===== config.mk =====
export PLATFORM = sky130hd
export DESIGN_NAME = shift_unit_seq
export DESIGN_NICKNAME = d
export VERILOG_FILES = /design/src/rtl/shifter_pkg.sv /design/src/rtl/shift_step.sv /design/src/rtl/shift_unit_seq.sv
export SDC_FILE = /design/constraint.sdc
export NUM_CORES = 1
export LEC_CHECK = 0
export CAP_MARGIN = 40
export CORE_ASPECT_RATIO = 2
export CORE_MARGIN = 3
export CORE_UTILIZATION = 44
export DETAILED_ROUTE_END_ITERATION = 7
export GPL_ROUTABILITY_DRIVEN = 0
export PLACE_DENSITY = 0.89
export SLEW_MARGIN = 25
export SYNTH_ARGS = -nofsm -noshare
export SYNTH_HDL_FRONTEND = slang
export SYNTH_SLANG_ARGS = --single-unit

===== constraint.sdc =====
create_clock -name clk -period 1.78 [get_ports clk]
set_clock_uncertainty 0.05 [all_clocks]
set_input_delay 0.356 -clock clk [delete_from_list [all_inputs] [get_ports clk]]
set_output_delay 0.356 -clock clk [all_outputs]
set_load 0.01 [all_outputs]

===== src/rtl/shifter_pkg.sv =====
// ============================================================================
//  Module      : shifter_pkg
//  Description : Shared mode and state encodings for the sequential shifter.
//  Revision    : 1.0 - initial release
// ============================================================================
`default_nettype none

package shifter_pkg;

    localparam logic [2:0] c_mode_pass = 3'd0;
    localparam logic [2:0] c_mode_lsr  = 3'd1;
    localparam logic [2:0] c_mode_lsl  = 3'd2;
    localparam logic [2:0] c_mode_asr  = 3'd3;
    localparam logic [2:0] c_mode_ror  = 3'd4;
    localparam logic [2:0] c_mode_rol  = 3'd5;

    localparam logic [1:0] c_st_idle  = 2'd0;
    localparam logic [1:0] c_st_shift = 2'd1;
    localparam logic [1:0] c_st_done  = 2'd2;

    typedef enum logic [1:0] {
        ST_IDLE  = c_st_idle,
        ST_SHIFT = c_st_shift,
        ST_DONE  = c_st_done
    } state_t;

    // Modes 0, 6 and 7 pass the operand through untouched.
    function automatic logic is_shift_mode(input logic [2:0] mode);
        return (mode >= c_mode_lsr) && (mode <= c_mode_rol);
    endfunction

endpackage

`default_nettype wire


===== src/rtl/shift_step.sv =====
// ============================================================================
//  Module      : shift_step
//  Description : Combinational single-bit shift/rotate step.
//  Revision    : 1.0 - initial release
// ============================================================================
`default_nettype none

module shift_step
    import shifter_pkg::*;
#(
    parameter int WIDTH = 16
) (
    input  logic [WIDTH-1:0] value,
    input  logic [2:0]       mode,
    input  logic             fill,
    output logic [WIDTH-1:0] next_value,
    output logic             out_bit
);

    always_comb begin
        next_value = value;
        out_bit    = 1'b0;
        case (mode)
            c_mode_lsr: begin
                next_value = {fill, value[WIDTH-1:1]};
                out_bit    = value[0];
            end
            c_mode_lsl: begin
                next_value = {value[WIDTH-2:0], fill};
                out_bit    = value[WIDTH-1];
            end
            c_mode_asr: begin
                next_value = {value[WIDTH-1], value[WIDTH-1:1]};
                out_bit    = value[0];
            end
            c_mode_ror: begin
                next_value = {value[0], value[WIDTH-1:1]};
                out_bit    = value[0];
            end
            c_mode_rol: begin
                next_value = {value[WIDTH-2:0], value[WIDTH-1]};
                out_bit    = value[WIDTH-1];
            end
            default: begin
                next_value = value;
                out_bit    = 1'b0;
            end
        endcase
    end

endmodule

`default_nettype wire


===== src/rtl/shift_unit_seq.sv =====
// ============================================================================
//  Module      : shift_unit_seq
//  Description : Multi-cycle shifter, one bit per clock, with done pulse.
//  Revision    : 1.0 - initial release
// ============================================================================
`default_nettype none

module shift_unit_seq
    import shifter_pkg::*;
#(
    parameter int WIDTH = 16,
    localparam int AMT_W = $clog2(WIDTH)
) (
    input  logic             clk,
    input  logic             rst,
    input  logic             start,
    input  logic [2:0]       mode,
    input  logic [WIDTH-1:0] din,
    input  logic [AMT_W-1:0] amount,
    input  logic             in_l,
    input  logic             in_r,
    output logic             busy,
    output logic             done,
    output logic [WIDTH-1:0] dout,
    output logic             cout,
    output logic             zero
);

    localparam logic [AMT_W:0] c_width_ext = (AMT_W+1)'(WIDTH);

    state_t            r_state;
    state_t            w_next_state;
    logic [AMT_W-1:0]  r_count;
    logic [2:0]        r_mode;
    logic              r_fill;
    logic [WIDTH-1:0]  r_dout;
    logic              r_cout;

    logic [AMT_W-1:0]  w_amt_sat;
    logic              w_fill;
    logic [WIDTH-1:0]  w_step_value;
    logic              w_step_out;

    // Only reachable for non-power-of-two widths.
    assign w_amt_sat = ({1'b0, amount} >= c_width_ext) ? AMT_W'(WIDTH - 1) : amount;
    assign w_fill    = (mode == c_mode_lsl) ? in_r : in_l;

    shift_step #(
        .WIDTH      (WIDTH)
    ) u_shift_step (
        .value      (r_dout),
        .mode       (r_mode),
        .fill       (r_fill),
        .next_value (w_step_value),
        .out_bit    (w_step_out)
    );

    always_ff @(posedge clk or posedge rst) begin
        if (rst) begin
            r_state <= ST_IDLE;
        end else begin
            r_state <= w_next_state;
        end
    end

    always_comb begin
        w_next_state = r_state;
        case (r_state)
            ST_IDLE: begin
                if (start) begin
                    w_next_state = ((w_amt_sat == '0) || !is_shift_mode(mode)) ? ST_DONE : ST_SHIFT;
                end
            end
            ST_SHIFT: begin
                if (r_count == AMT_W'(1)) begin
                    w_next_state = ST_DONE;
                end
            end
            ST_DONE:  w_next_state = ST_IDLE;
            default:  w_next_state = ST_IDLE;
        endcase
    end

    always_ff @(posedge clk or posedge rst) begin
        if (rst) begin
            r_count <= '0;
            r_mode  <= c_mode_pass;
            r_fill  <= 1'b0;
            r_dout  <= '0;
            r_cout  <= 1'b0;
        end else begin
            case (r_state)
                ST_IDLE: begin
                    if (start) begin
                        r_dout  <= din;
                        r_mode  <= mode;
                        r_fill  <= w_fill;
                        r_count <= w_amt_sat;
                        r_cout  <= 1'b0;
                    end
                end
                ST_SHIFT: begin
                    r_dout  <= w_step_value;
                    r_cout  <= w_step_out;
                    r_count <= r_count - AMT_W'(1);
                end
                default: begin
                end
            endcase
        end
    end

    assign busy = (r_state != ST_IDLE);
    assign done = (r_state == ST_DONE);
    assign dout = r_dout;
    assign cout = r_cout;
    assign zero = (r_dout == '0);

endmodule

`default_nettype wire

Yosys cells after proc, flatten, opt, wreduce, memory -nomap -nowiden
Index checks and enable logic that the tools add are counted.
{"block": "totals", "register_bits": 27, "latchBits": 0, "mem_bits_rw": 0, "romBits": 0, "out_inout_bits": 20, "mem_count": 0}
{"block": "classes", "n_addsub": 1, "mul": 0, "n_div": 0, "order_cmp": 2, "eq_ne": 14, "shifts": 0, "mux": 13, "bitwise": 0, "reduce_logical": 15}
{"operator": "$pmux 16 s5", "count": 1}
{"operator": "$pmux 16 s2", "count": 1}
{"operator": "$logic_not 16->1", "count": 1}
{"operator": "$mux 16", "count": 1}
{"operator": "$eq 3x2->1 const B", "count": 3}
{"operator": "$pmux 4 s2", "count": 1}
{"operator": "$eq 3x3->1 const B", "count": 2}
{"operator": "$mux 2", "count": 3}
{"operator": "$ne 2x2->1 const B", "count": 3}
{"operator": "$ne 6x1->1 const B", "count": 1}
{"operator": "$reduce_and 2->1", "count": 3}
{"operator": "$ne 5x1->1 const B", "count": 1}
{"operator": "$eq 4x1->1 const B", "count": 1}
{"operator": "$logic_not 4->1", "count": 1}
{"operator": "$mux 4", "count": 1}
{"operator": "$pmux 1 s2", "count": 2}
{"operator": "$pmux 2 s2", "count": 1}
{"operator": "$reduce_and 4->1", "count": 1}
{"operator": "$reduce_bool 2->1", "count": 2}
{"operator": "$sub 4x1->4 const B", "count": 1}
{"operator": "$eq 3x1->1 const B", "count": 1}
{"operator": "$ge 3x1->1 const B", "count": 1}
{"operator": "$le 3x3->1 const B", "count": 1}
{"operator": "$reduce_and 3->1", "count": 1}
{"operator": "9 further kinds", "count": 10}

Depth between registers and ports, before layout
{"block": "logic_depth", "depth_word": 7, "mapped_depth": 7, "ltp_nobuf": 5}

Modules after synthesis
From an unflattened synthesis, not the netlist that was laid out.
{"block": "unflattened", "cells_unflattened": 258, "hier_area_um2": 2224.6}
{"mod": "shift_unit_seq", "n_inst": 1, "cells_per_inst": 140, "area_per_inst_um2": 1418.9, "seq_area_each_um2": 675.6}
{"mod": "shift_step", "n_inst": 1, "cells_per_inst": 118, "area_per_inst_um2": 805.8, "seq_area_each_um2": 0.0}

Worst setup path after synthesis
Ideal clock, no wire load.
{"block": "synth_timing", "kind": "register to register", "startpoint": "register r_mode[0]", "endpoint": "register r_dout[1], in the netlist dout[1]", "setup_time_ns": 0.126, "arrival_time_ns": 1.736, "required_time_ns": 1.604, "path_slack_ns": -0.132, "path_stages_with_launch": 7, "n_path_buf": 2, "period_less_slack_ns": 1.912, "cell_sequence": "dfrtp_1 -> buf_4 -> or3b_4 -> o21ai_4 -> buf_12 -> mux2_4 -> a221o_1"}
{"block": "synth_via", "elab_chain_cells": 3, "elab_cells_between_ends": 9, "classes_between": "eq/ne: 6; mux: 2; reduce/logical: 1"}
{"element": "from (decl)", "line": "shift_unit_seq.sv:34", "text": "logic [2:0] r_mode;"}
{"element": "from (signal assigned)", "line": "shift_unit_seq.sv:87", "text": "r_mode <= c_mode_pass;"}
{"element": "from (signal assigned)", "line": "shift_unit_seq.sv:96", "text": "r_mode <= mode;"}
{"element": "$eq 3x3->1 (tied with other cells)", "line": "shift_step.sv:23", "text": "case (mode)"}
{"element": "$pmux 16 s5 or $ne 6x1->1 (tied branches)"}
{"element": "$pmux 16 s2 or $reduce_and 3->1 (tied branches)"}
{"element": "to (signal assigned)", "line": "shift_unit_seq.sv:95", "text": "r_dout <= din;"}
{"element": "to (signal assigned)", "line": "shift_unit_seq.sv:103", "text": "r_dout <= w_step_value;"}
{"element": "to (decl)", "line": "shift_unit_seq.sv:36", "text": "logic [WIDTH-1:0] r_dout;"}
Several ways; a longest one is shown, not always the timed one.
A chain may end at the register's enable or synchronous reset.

Worst setup path after layout
{"block": "layout_timing", "startpoint": "register r_mode[0]", "endpoint": "register r_dout[9], in the netlist dout[9]"}
Same word-level chain as after synthesis.

==> reports/results.tsv <==
metric	value	unit
required time worst endpoint	1.89	ns
aggregate routed wire length	5640	µm
clock root buffer	clkbuf_8	
clk sink count	27	
Die ar.	4920	µm²
worst r2r path cells	5	
hpwl dp	3950	µm
Mapped Nets	208	
ratio of total power to cell area	1900	nW/µm²
initial antenna violation count	0	
Final Setup Violations	14	
number of flops mapped to enable cells by yosys	0	
IO buf count	47	
site row count	32	
Critical R2R Capture	dout[9]	
crit path DAT	1.98	ns
I/O pin total	48	
Slew headroom	72.0	%
min Tclk post-route	1.87	ns
CTS buffer count	3	
Clock Latency Late Sink	0.27	ns
switch share	40.8	%
post-layout instance area	2700	µm²
final hold violations	0	
Area Growth Syn to Fin	50.9	%
Synth Instances	178	
Placed Instances	298	
n_diodes	0	
failing checks	negative setup slack	
yosys warns	0	
Cell Area, Synth	1790	µm²
wire length of the first global-routing pass	8980	µm
total track usage	24.2	%
Vias/cell	5.96	
Worst R2R Setup Slack	-0.09	ns
die width	51.1	µm
fin worst setup slack	-0.0850	ns
Slew Limit Fails	0	
crit path buf inv count	1	
Yosys top cell area share	37.7	%
Unique masters post-synth	42	
maxcap violations	0	
RSZ-0062 raised after global routing	yes	
Clock transition at path regs	0.09	ns
filler cell count	307	
Core Footprint	3880	µm²
vias in the first global route	1965	
outcome	finished, violations left	
final std cells w/o fill	314	
NumNets Final	294	
utilization after layout	69.6	%
Final ANT Viol Nets	0	
Worst-Margin Slew	0.417	ns
Synth area leader	dfrtp_1	
worst ir drop on vdd	1.15	mV
slowest CP cell	or3b_4	
clock power share	6.8	%
worst setup path category	register to register	
FF-to-FF Start	r_mode[0]	
CP top delay family	compound AO/OA/AOI/OAI gates	
Seq cells post-synth	27	
sequential share of power	22.9	%
Highest Clock Rate	536	MHz
switching power of the nets	2.09	mW
Max FO, Critical Path	7	
Leak	1.35	nW
Pre-antenna DRT Iters	4	
fraction of layout cells with a size suffix above 1	30.8	%
Tcrit/Tclk final	105	%
CTS tree	done	
largest net degree at the start of global routing	28	
Die Span Y	96.2	µm
DRC violation count after routing	0	
Hold WC Path Type	primary input to async pin	
grt total ovfl	0	
Setup crit end kind	register	
setup TNS	-0.929	ns
critical path startpoint category	register	
combinational share of power	70.3	%
DRT iter0 DRCs	106	
Critical Path, Cell by Cell	or3b_4 > o21ai_4 > buf_12 > mux2_4 > a221o_1	
P_int	3.04	mW
Initial Util	46.1	%
syn_area_per_cell	10.1	µm²
sequential cell area fraction in the yosys report	37.7	%
Hold WS	0.387	ns
prevailing post-synth register cell	dfrtp_1	
CP max stage delay	0.42	ns
# H-tree levels	1	
Placed Area	2480	µm²
top cells by area, synth	dfrtp_1 (38%), a221o_1 (6.7%), mux2_4 (6.7%)	
DR vias	1870	
clk buf depth	2	
fraction of registers with async set/reset	100	%
post-DR wirelength/cell	18.0	µm
[how the worst max path moves through the flow]
stage | start | endpoint | slack (ns) | cells after the start
floorplan | r_mode[0] | dout[1] | -0.12 | 6
global placement | dout[8] | zero | -0.09 | 3
detailed placement | dout[8] | zero | -0.15 | 3
CTS | r_mode[2] | dout[11] | -0.1 | 5
global route | r_mode[0] | dout[1] | -0.12 | 5
finish | r_mode[0] | dout[9] | -0.09 | 5
[cell type report]
cell class                      count  area (µm²)  share of cell area, %
Timing Repair Buffer               92         856                   31.7
Clock buffer                        3        41.3                   1.53
Sequential cell                    27         678                   25.1
Tap cell                           51        63.8                   2.36
Clock inverter                      1        5.00                  0.185
Multi-Input combinational cell    132        1030                   38.1
Inverter                            8        30.0                   1.11
[through the flow]
stage          setup WS [ns]  power (mW)
4_1_cts              -0.0983        5.01
3_5_place_dp          -0.151        4.30
5_1_grt               -0.119        5.45
6_report             -0.0850        5.13
3_3_place_gp         -0.0904        4.18
2_1_floorplan         -0.119        3.16
[synth_stat cells (2+ instances only)]
| cell | number |
|---|---|
| a211o_1 | 3 |
| a21oi_1 | 9 |
| a221o_1 | 12 |
| a22oi_1 | 3 |
| and3_1 | 13 |
| buf_2 | 2 |
| buf_4 | 2 |
| buf_6 | 4 |
| clkbuf_1 | 2 |
| dfrtp_1 | 27 |
| ha_1 | 2 |
| inv_1 | 8 |
| mux2_2 | 5 |
| mux2_4 | 8 |
| nand2_1 | 14 |
| nand2b_1 | 2 |
| nand3_1 | 2 |
| nor2_1 | 10 |
| nor2b_1 | 2 |
| nor3_1 | 4 |
| nor4_1 | 5 |
| o21ai_0 | 10 |
| o221ai_1 | 3 |
| o22ai_1 | 8 |
[flip-flops by register name (all words and copies together), names as in the netlist]
name	flops
r_mode	3
cout	1
dout	16
r_count	4
r_state	2
r_fill	1
[repair_timing]
item | CTS | global route
gates resized for setup | 14 | 18
endpoints found under the hold margin | 0 | 0
setup endpoints to repair | 20 | 22
cloned | 1 | 0
setup buffers | 11 | 0
hold buffers | 0 | 0
pin swaps | 4 | 8
[power groups by stage]
| stage | clock network (mW) | registers (mW) | logic [mW] |
|---|---|---|---|
| 5_1_grt | 0.390 | 1.20 | 3.86 |
| 2_1_floorplan | 0 | 1.27 | 1.89 |
| 3_5_place_dp | 0 | 1.18 | 3.12 |
| 3_3_place_gp | 0 | 1.16 | 3.02 |
| 6_report | 0.350 | 1.18 | 3.61 |
| 4_1_cts | 0.355 | 1.15 | 3.50 |
[cell families (layout without fill, tap and decap cells)]
kind of cell    count (synthesis)  count (layout)  share of synthesized area, %
compound gates                 56              56                          24.7
xor+xnor                        1               1                         0.489
fa+ha+maj                       2               2                          1.40
buf+inv                        19             104                          7.12
flops                          27              27                          37.7
mux                            14              14                          10.4
simple gates                   59              59                          18.2
[worst reg2reg max path, delay by kind of cell (launching register included)]
kind                   cells  cell delay, ns
multiplexers               1            0.30
buffers and inverters      1            0.17
flip-flops                 1            0.39
AND/OR/NAND/NOR            1            0.42
AO/OA/AOI/OAI              2            0.43
[placed cells by master (no fill, tap or decap), drive strengths merged]
cell type and count:
xnor2 1, nor2 10, ha 2, a22oi 3
dfrtp 27, buf 45, and4 1, or3 1
a221oi 1, a21oi 9, a31oi 2, nor3 4
and3 13, or3b 1, nand3 2, o22a 1
nand2 14, o41ai 1, clkinv 1, a22o 1
dlymetal6s2s 9, clkbuf 4, a31o 1, nor4 5
a221o 12, o221ai 3, clkdlybuf4s50 34, nor3b 2
o21ai 11, mux2 13, dlygate4sd2 3, mux2i 1
and2b 1, nand2b 3, inv 8, a211o 3
o22ai 8, nor2b 2
[layer usage]
metal / up-vias / GRT usage (%) / share of wire [%]
met5: - / 0 / 0
met4: 0 / 13.3 / 3.8
met3: 23 / 2.64 / 3.8
met2: 83 / 47.1 / 57
met1: 909 / 23.9 / 35
li1: 855 / - / -
Note: power is estimated with default switching activity, not from simulation.
==> RTL edit (same settings) <==
`WIDTH` is set to 16 in 2 places; all go to 8.
--- a/src/rtl/shift_step.sv
+++ b/src/rtl/shift_step.sv
@@ -10,3 +10,3 @@
 #(
-    parameter int WIDTH = 16
+    parameter int WIDTH = 8
 ) (
--- a/src/rtl/shift_unit_seq.sv
+++ b/src/rtl/shift_unit_seq.sv
@@ -10,3 +10,3 @@
 #(
-    parameter int WIDTH = 16,
+    parameter int WIDTH = 8,
     localparam int AMT_W = $clog2(WIDTH)
Interface: changed (resized amount, din and dout); port bits go from 48 to 31. No check against the original RTL was run, so the function may have changed too.
==> RTL edit against the unedited design <==
The flow still finishes with violations (setup timing); first-iteration DRC count shrank 51%; sequential cell count shrank 9; synthesized cell count shrank 22%; setup slack gained 0.075 ns; design area shrank 34%; synthesized area shrank 30%; routed wire length shrank 34%; total power shrank 34%; final cell count shrank 31%; sequential power shrank 32%; fmax grew 4.2%.
==> RTL edit: results (changes against the unedited design) <==
status finished with violations; failing checks setup timing; Port Buffer Count 30 (-36%); RR Startpoint r_state[0]; Worst path slowest cell or4_1; Worst R2R Path Depth 7 (+2); Post-synth top cells 18 x dfrtp_1, 11 x nor2_1, 11 x o21ai_0; crit path max fanout 2 (-5); # Post-CTS Setup Buffers 1 (-10); Crit. Startpoint dout[4]; DP Area 1700 sq um (-32%); clk_lat worst skew between 0.2 and 0.3 ns; maximum VDD drop 0.00123 V (+6.6%); vias in the first global route 1,377 (-30%); Fin Hold WS 0.354 ns (-0.0324 ns); largest net degree at the start of global routing 19 (-32%); reg2reg end dout[2]; crit-path leading delay family simple AND/OR/NAND/NOR gates; crit path DAT 1.38 ns (-0.60 ns); number of DRC markers in iteration 0 52 (-51%); post_cts resized 7 (-7); Worst setup endpoint zero; routed length on met3 203 um (-4.2%); Synth Instances 138 (-22%); first-pass GRT wire length 5870 um (-35%); total detailed-routing wirelength 3710 um (-34%); fraction of layout cells with a size suffix above 1 25.0% (-5.8 points); Reg clk slew, reported paths 0.07 ns (-0.02 ns); Tightest Pin Transition 0.318 ns (-0.0982 ns); count of filler cells inserted in the layout 190 (-38%); met2 wire length 2030 um (-37%); total number of vias 1,326 (-29%); top post-synthesis cells by area dfrtp_1 36%, o21ai_0 4.4%, a21oi_1 3.6%; GRT Total Usage 22.0% (-2.2 points); Final #Nets 210 (-29%); max reg flops 8 (-8); met1 usage 20.2% (-3.7 points); GR Util met3 3.77% (+1.1 points); Setup Viol. Count Final 1 (-13); Post-Place Worst Slack -0.151 ns (-0.000888 ns); Hold Path Class in2async; P_comb 2.26 mW (-37%); clk pwr 0.344 mW (-2%); DPL Wire Length 2810 um (-29%); Sum Neg Setup Slack -0.0104 ns (+0.918 ns); sequential share of the synthesized area 36.0% (-1.7 points); LEAKAGE 0.794 nW (-41%); switching fraction of total power 42.9% (+2.2 points); routed len/inst 17.2 um (-4.6%); R2R Setup Slk 0.13 ns (+0.22 ns); final setup margin -0.0104 ns (+0.0746 ns)
RTL edit: cell count changes after synthesis, moves of 5 or more:
cell / before / now
a221o_1: 12 / 0
and3_1: 13 / 1
dfrtp_1: 27 / 18
mux2_4: 8 / 0
nand2_1: 14 / 7
nand3_1: 2 / 7
nor4_1: 5 / 0
o22ai_1: 8 / 3
RTL edit: area by class of cell:
class / instances / area (sq um) / area share, %
clock buffer: 4 / 55.1 / 3.09
inverter: 8 / 30.0 / 1.69
multi-input combinational: 104 / 723 / 40.6
sequential: 18 / 453 / 25.5
tap: 28 / 35.0 / 1.97
timing repair buffer: 54 / 483 / 27.1
RTL edit: kinds of logic (layout without fill, tap and decap cells):
kind of cell / count (synthesis) / after routing / share of synthesized area [%]
xor gates and xnor gates: 1 / 1 / 0.701
buffers and inverters: 16 / 66 / 6.21
DFF: 18 / 18 / 36.0
AOI/OAI and AO/OA: 45 / 45 / 26.1
and+or+nand+nor: 48 / 48 / 22.1
adders and majority gates: 2 / 2 / 2.00
muxes: 8 / 8 / 6.81
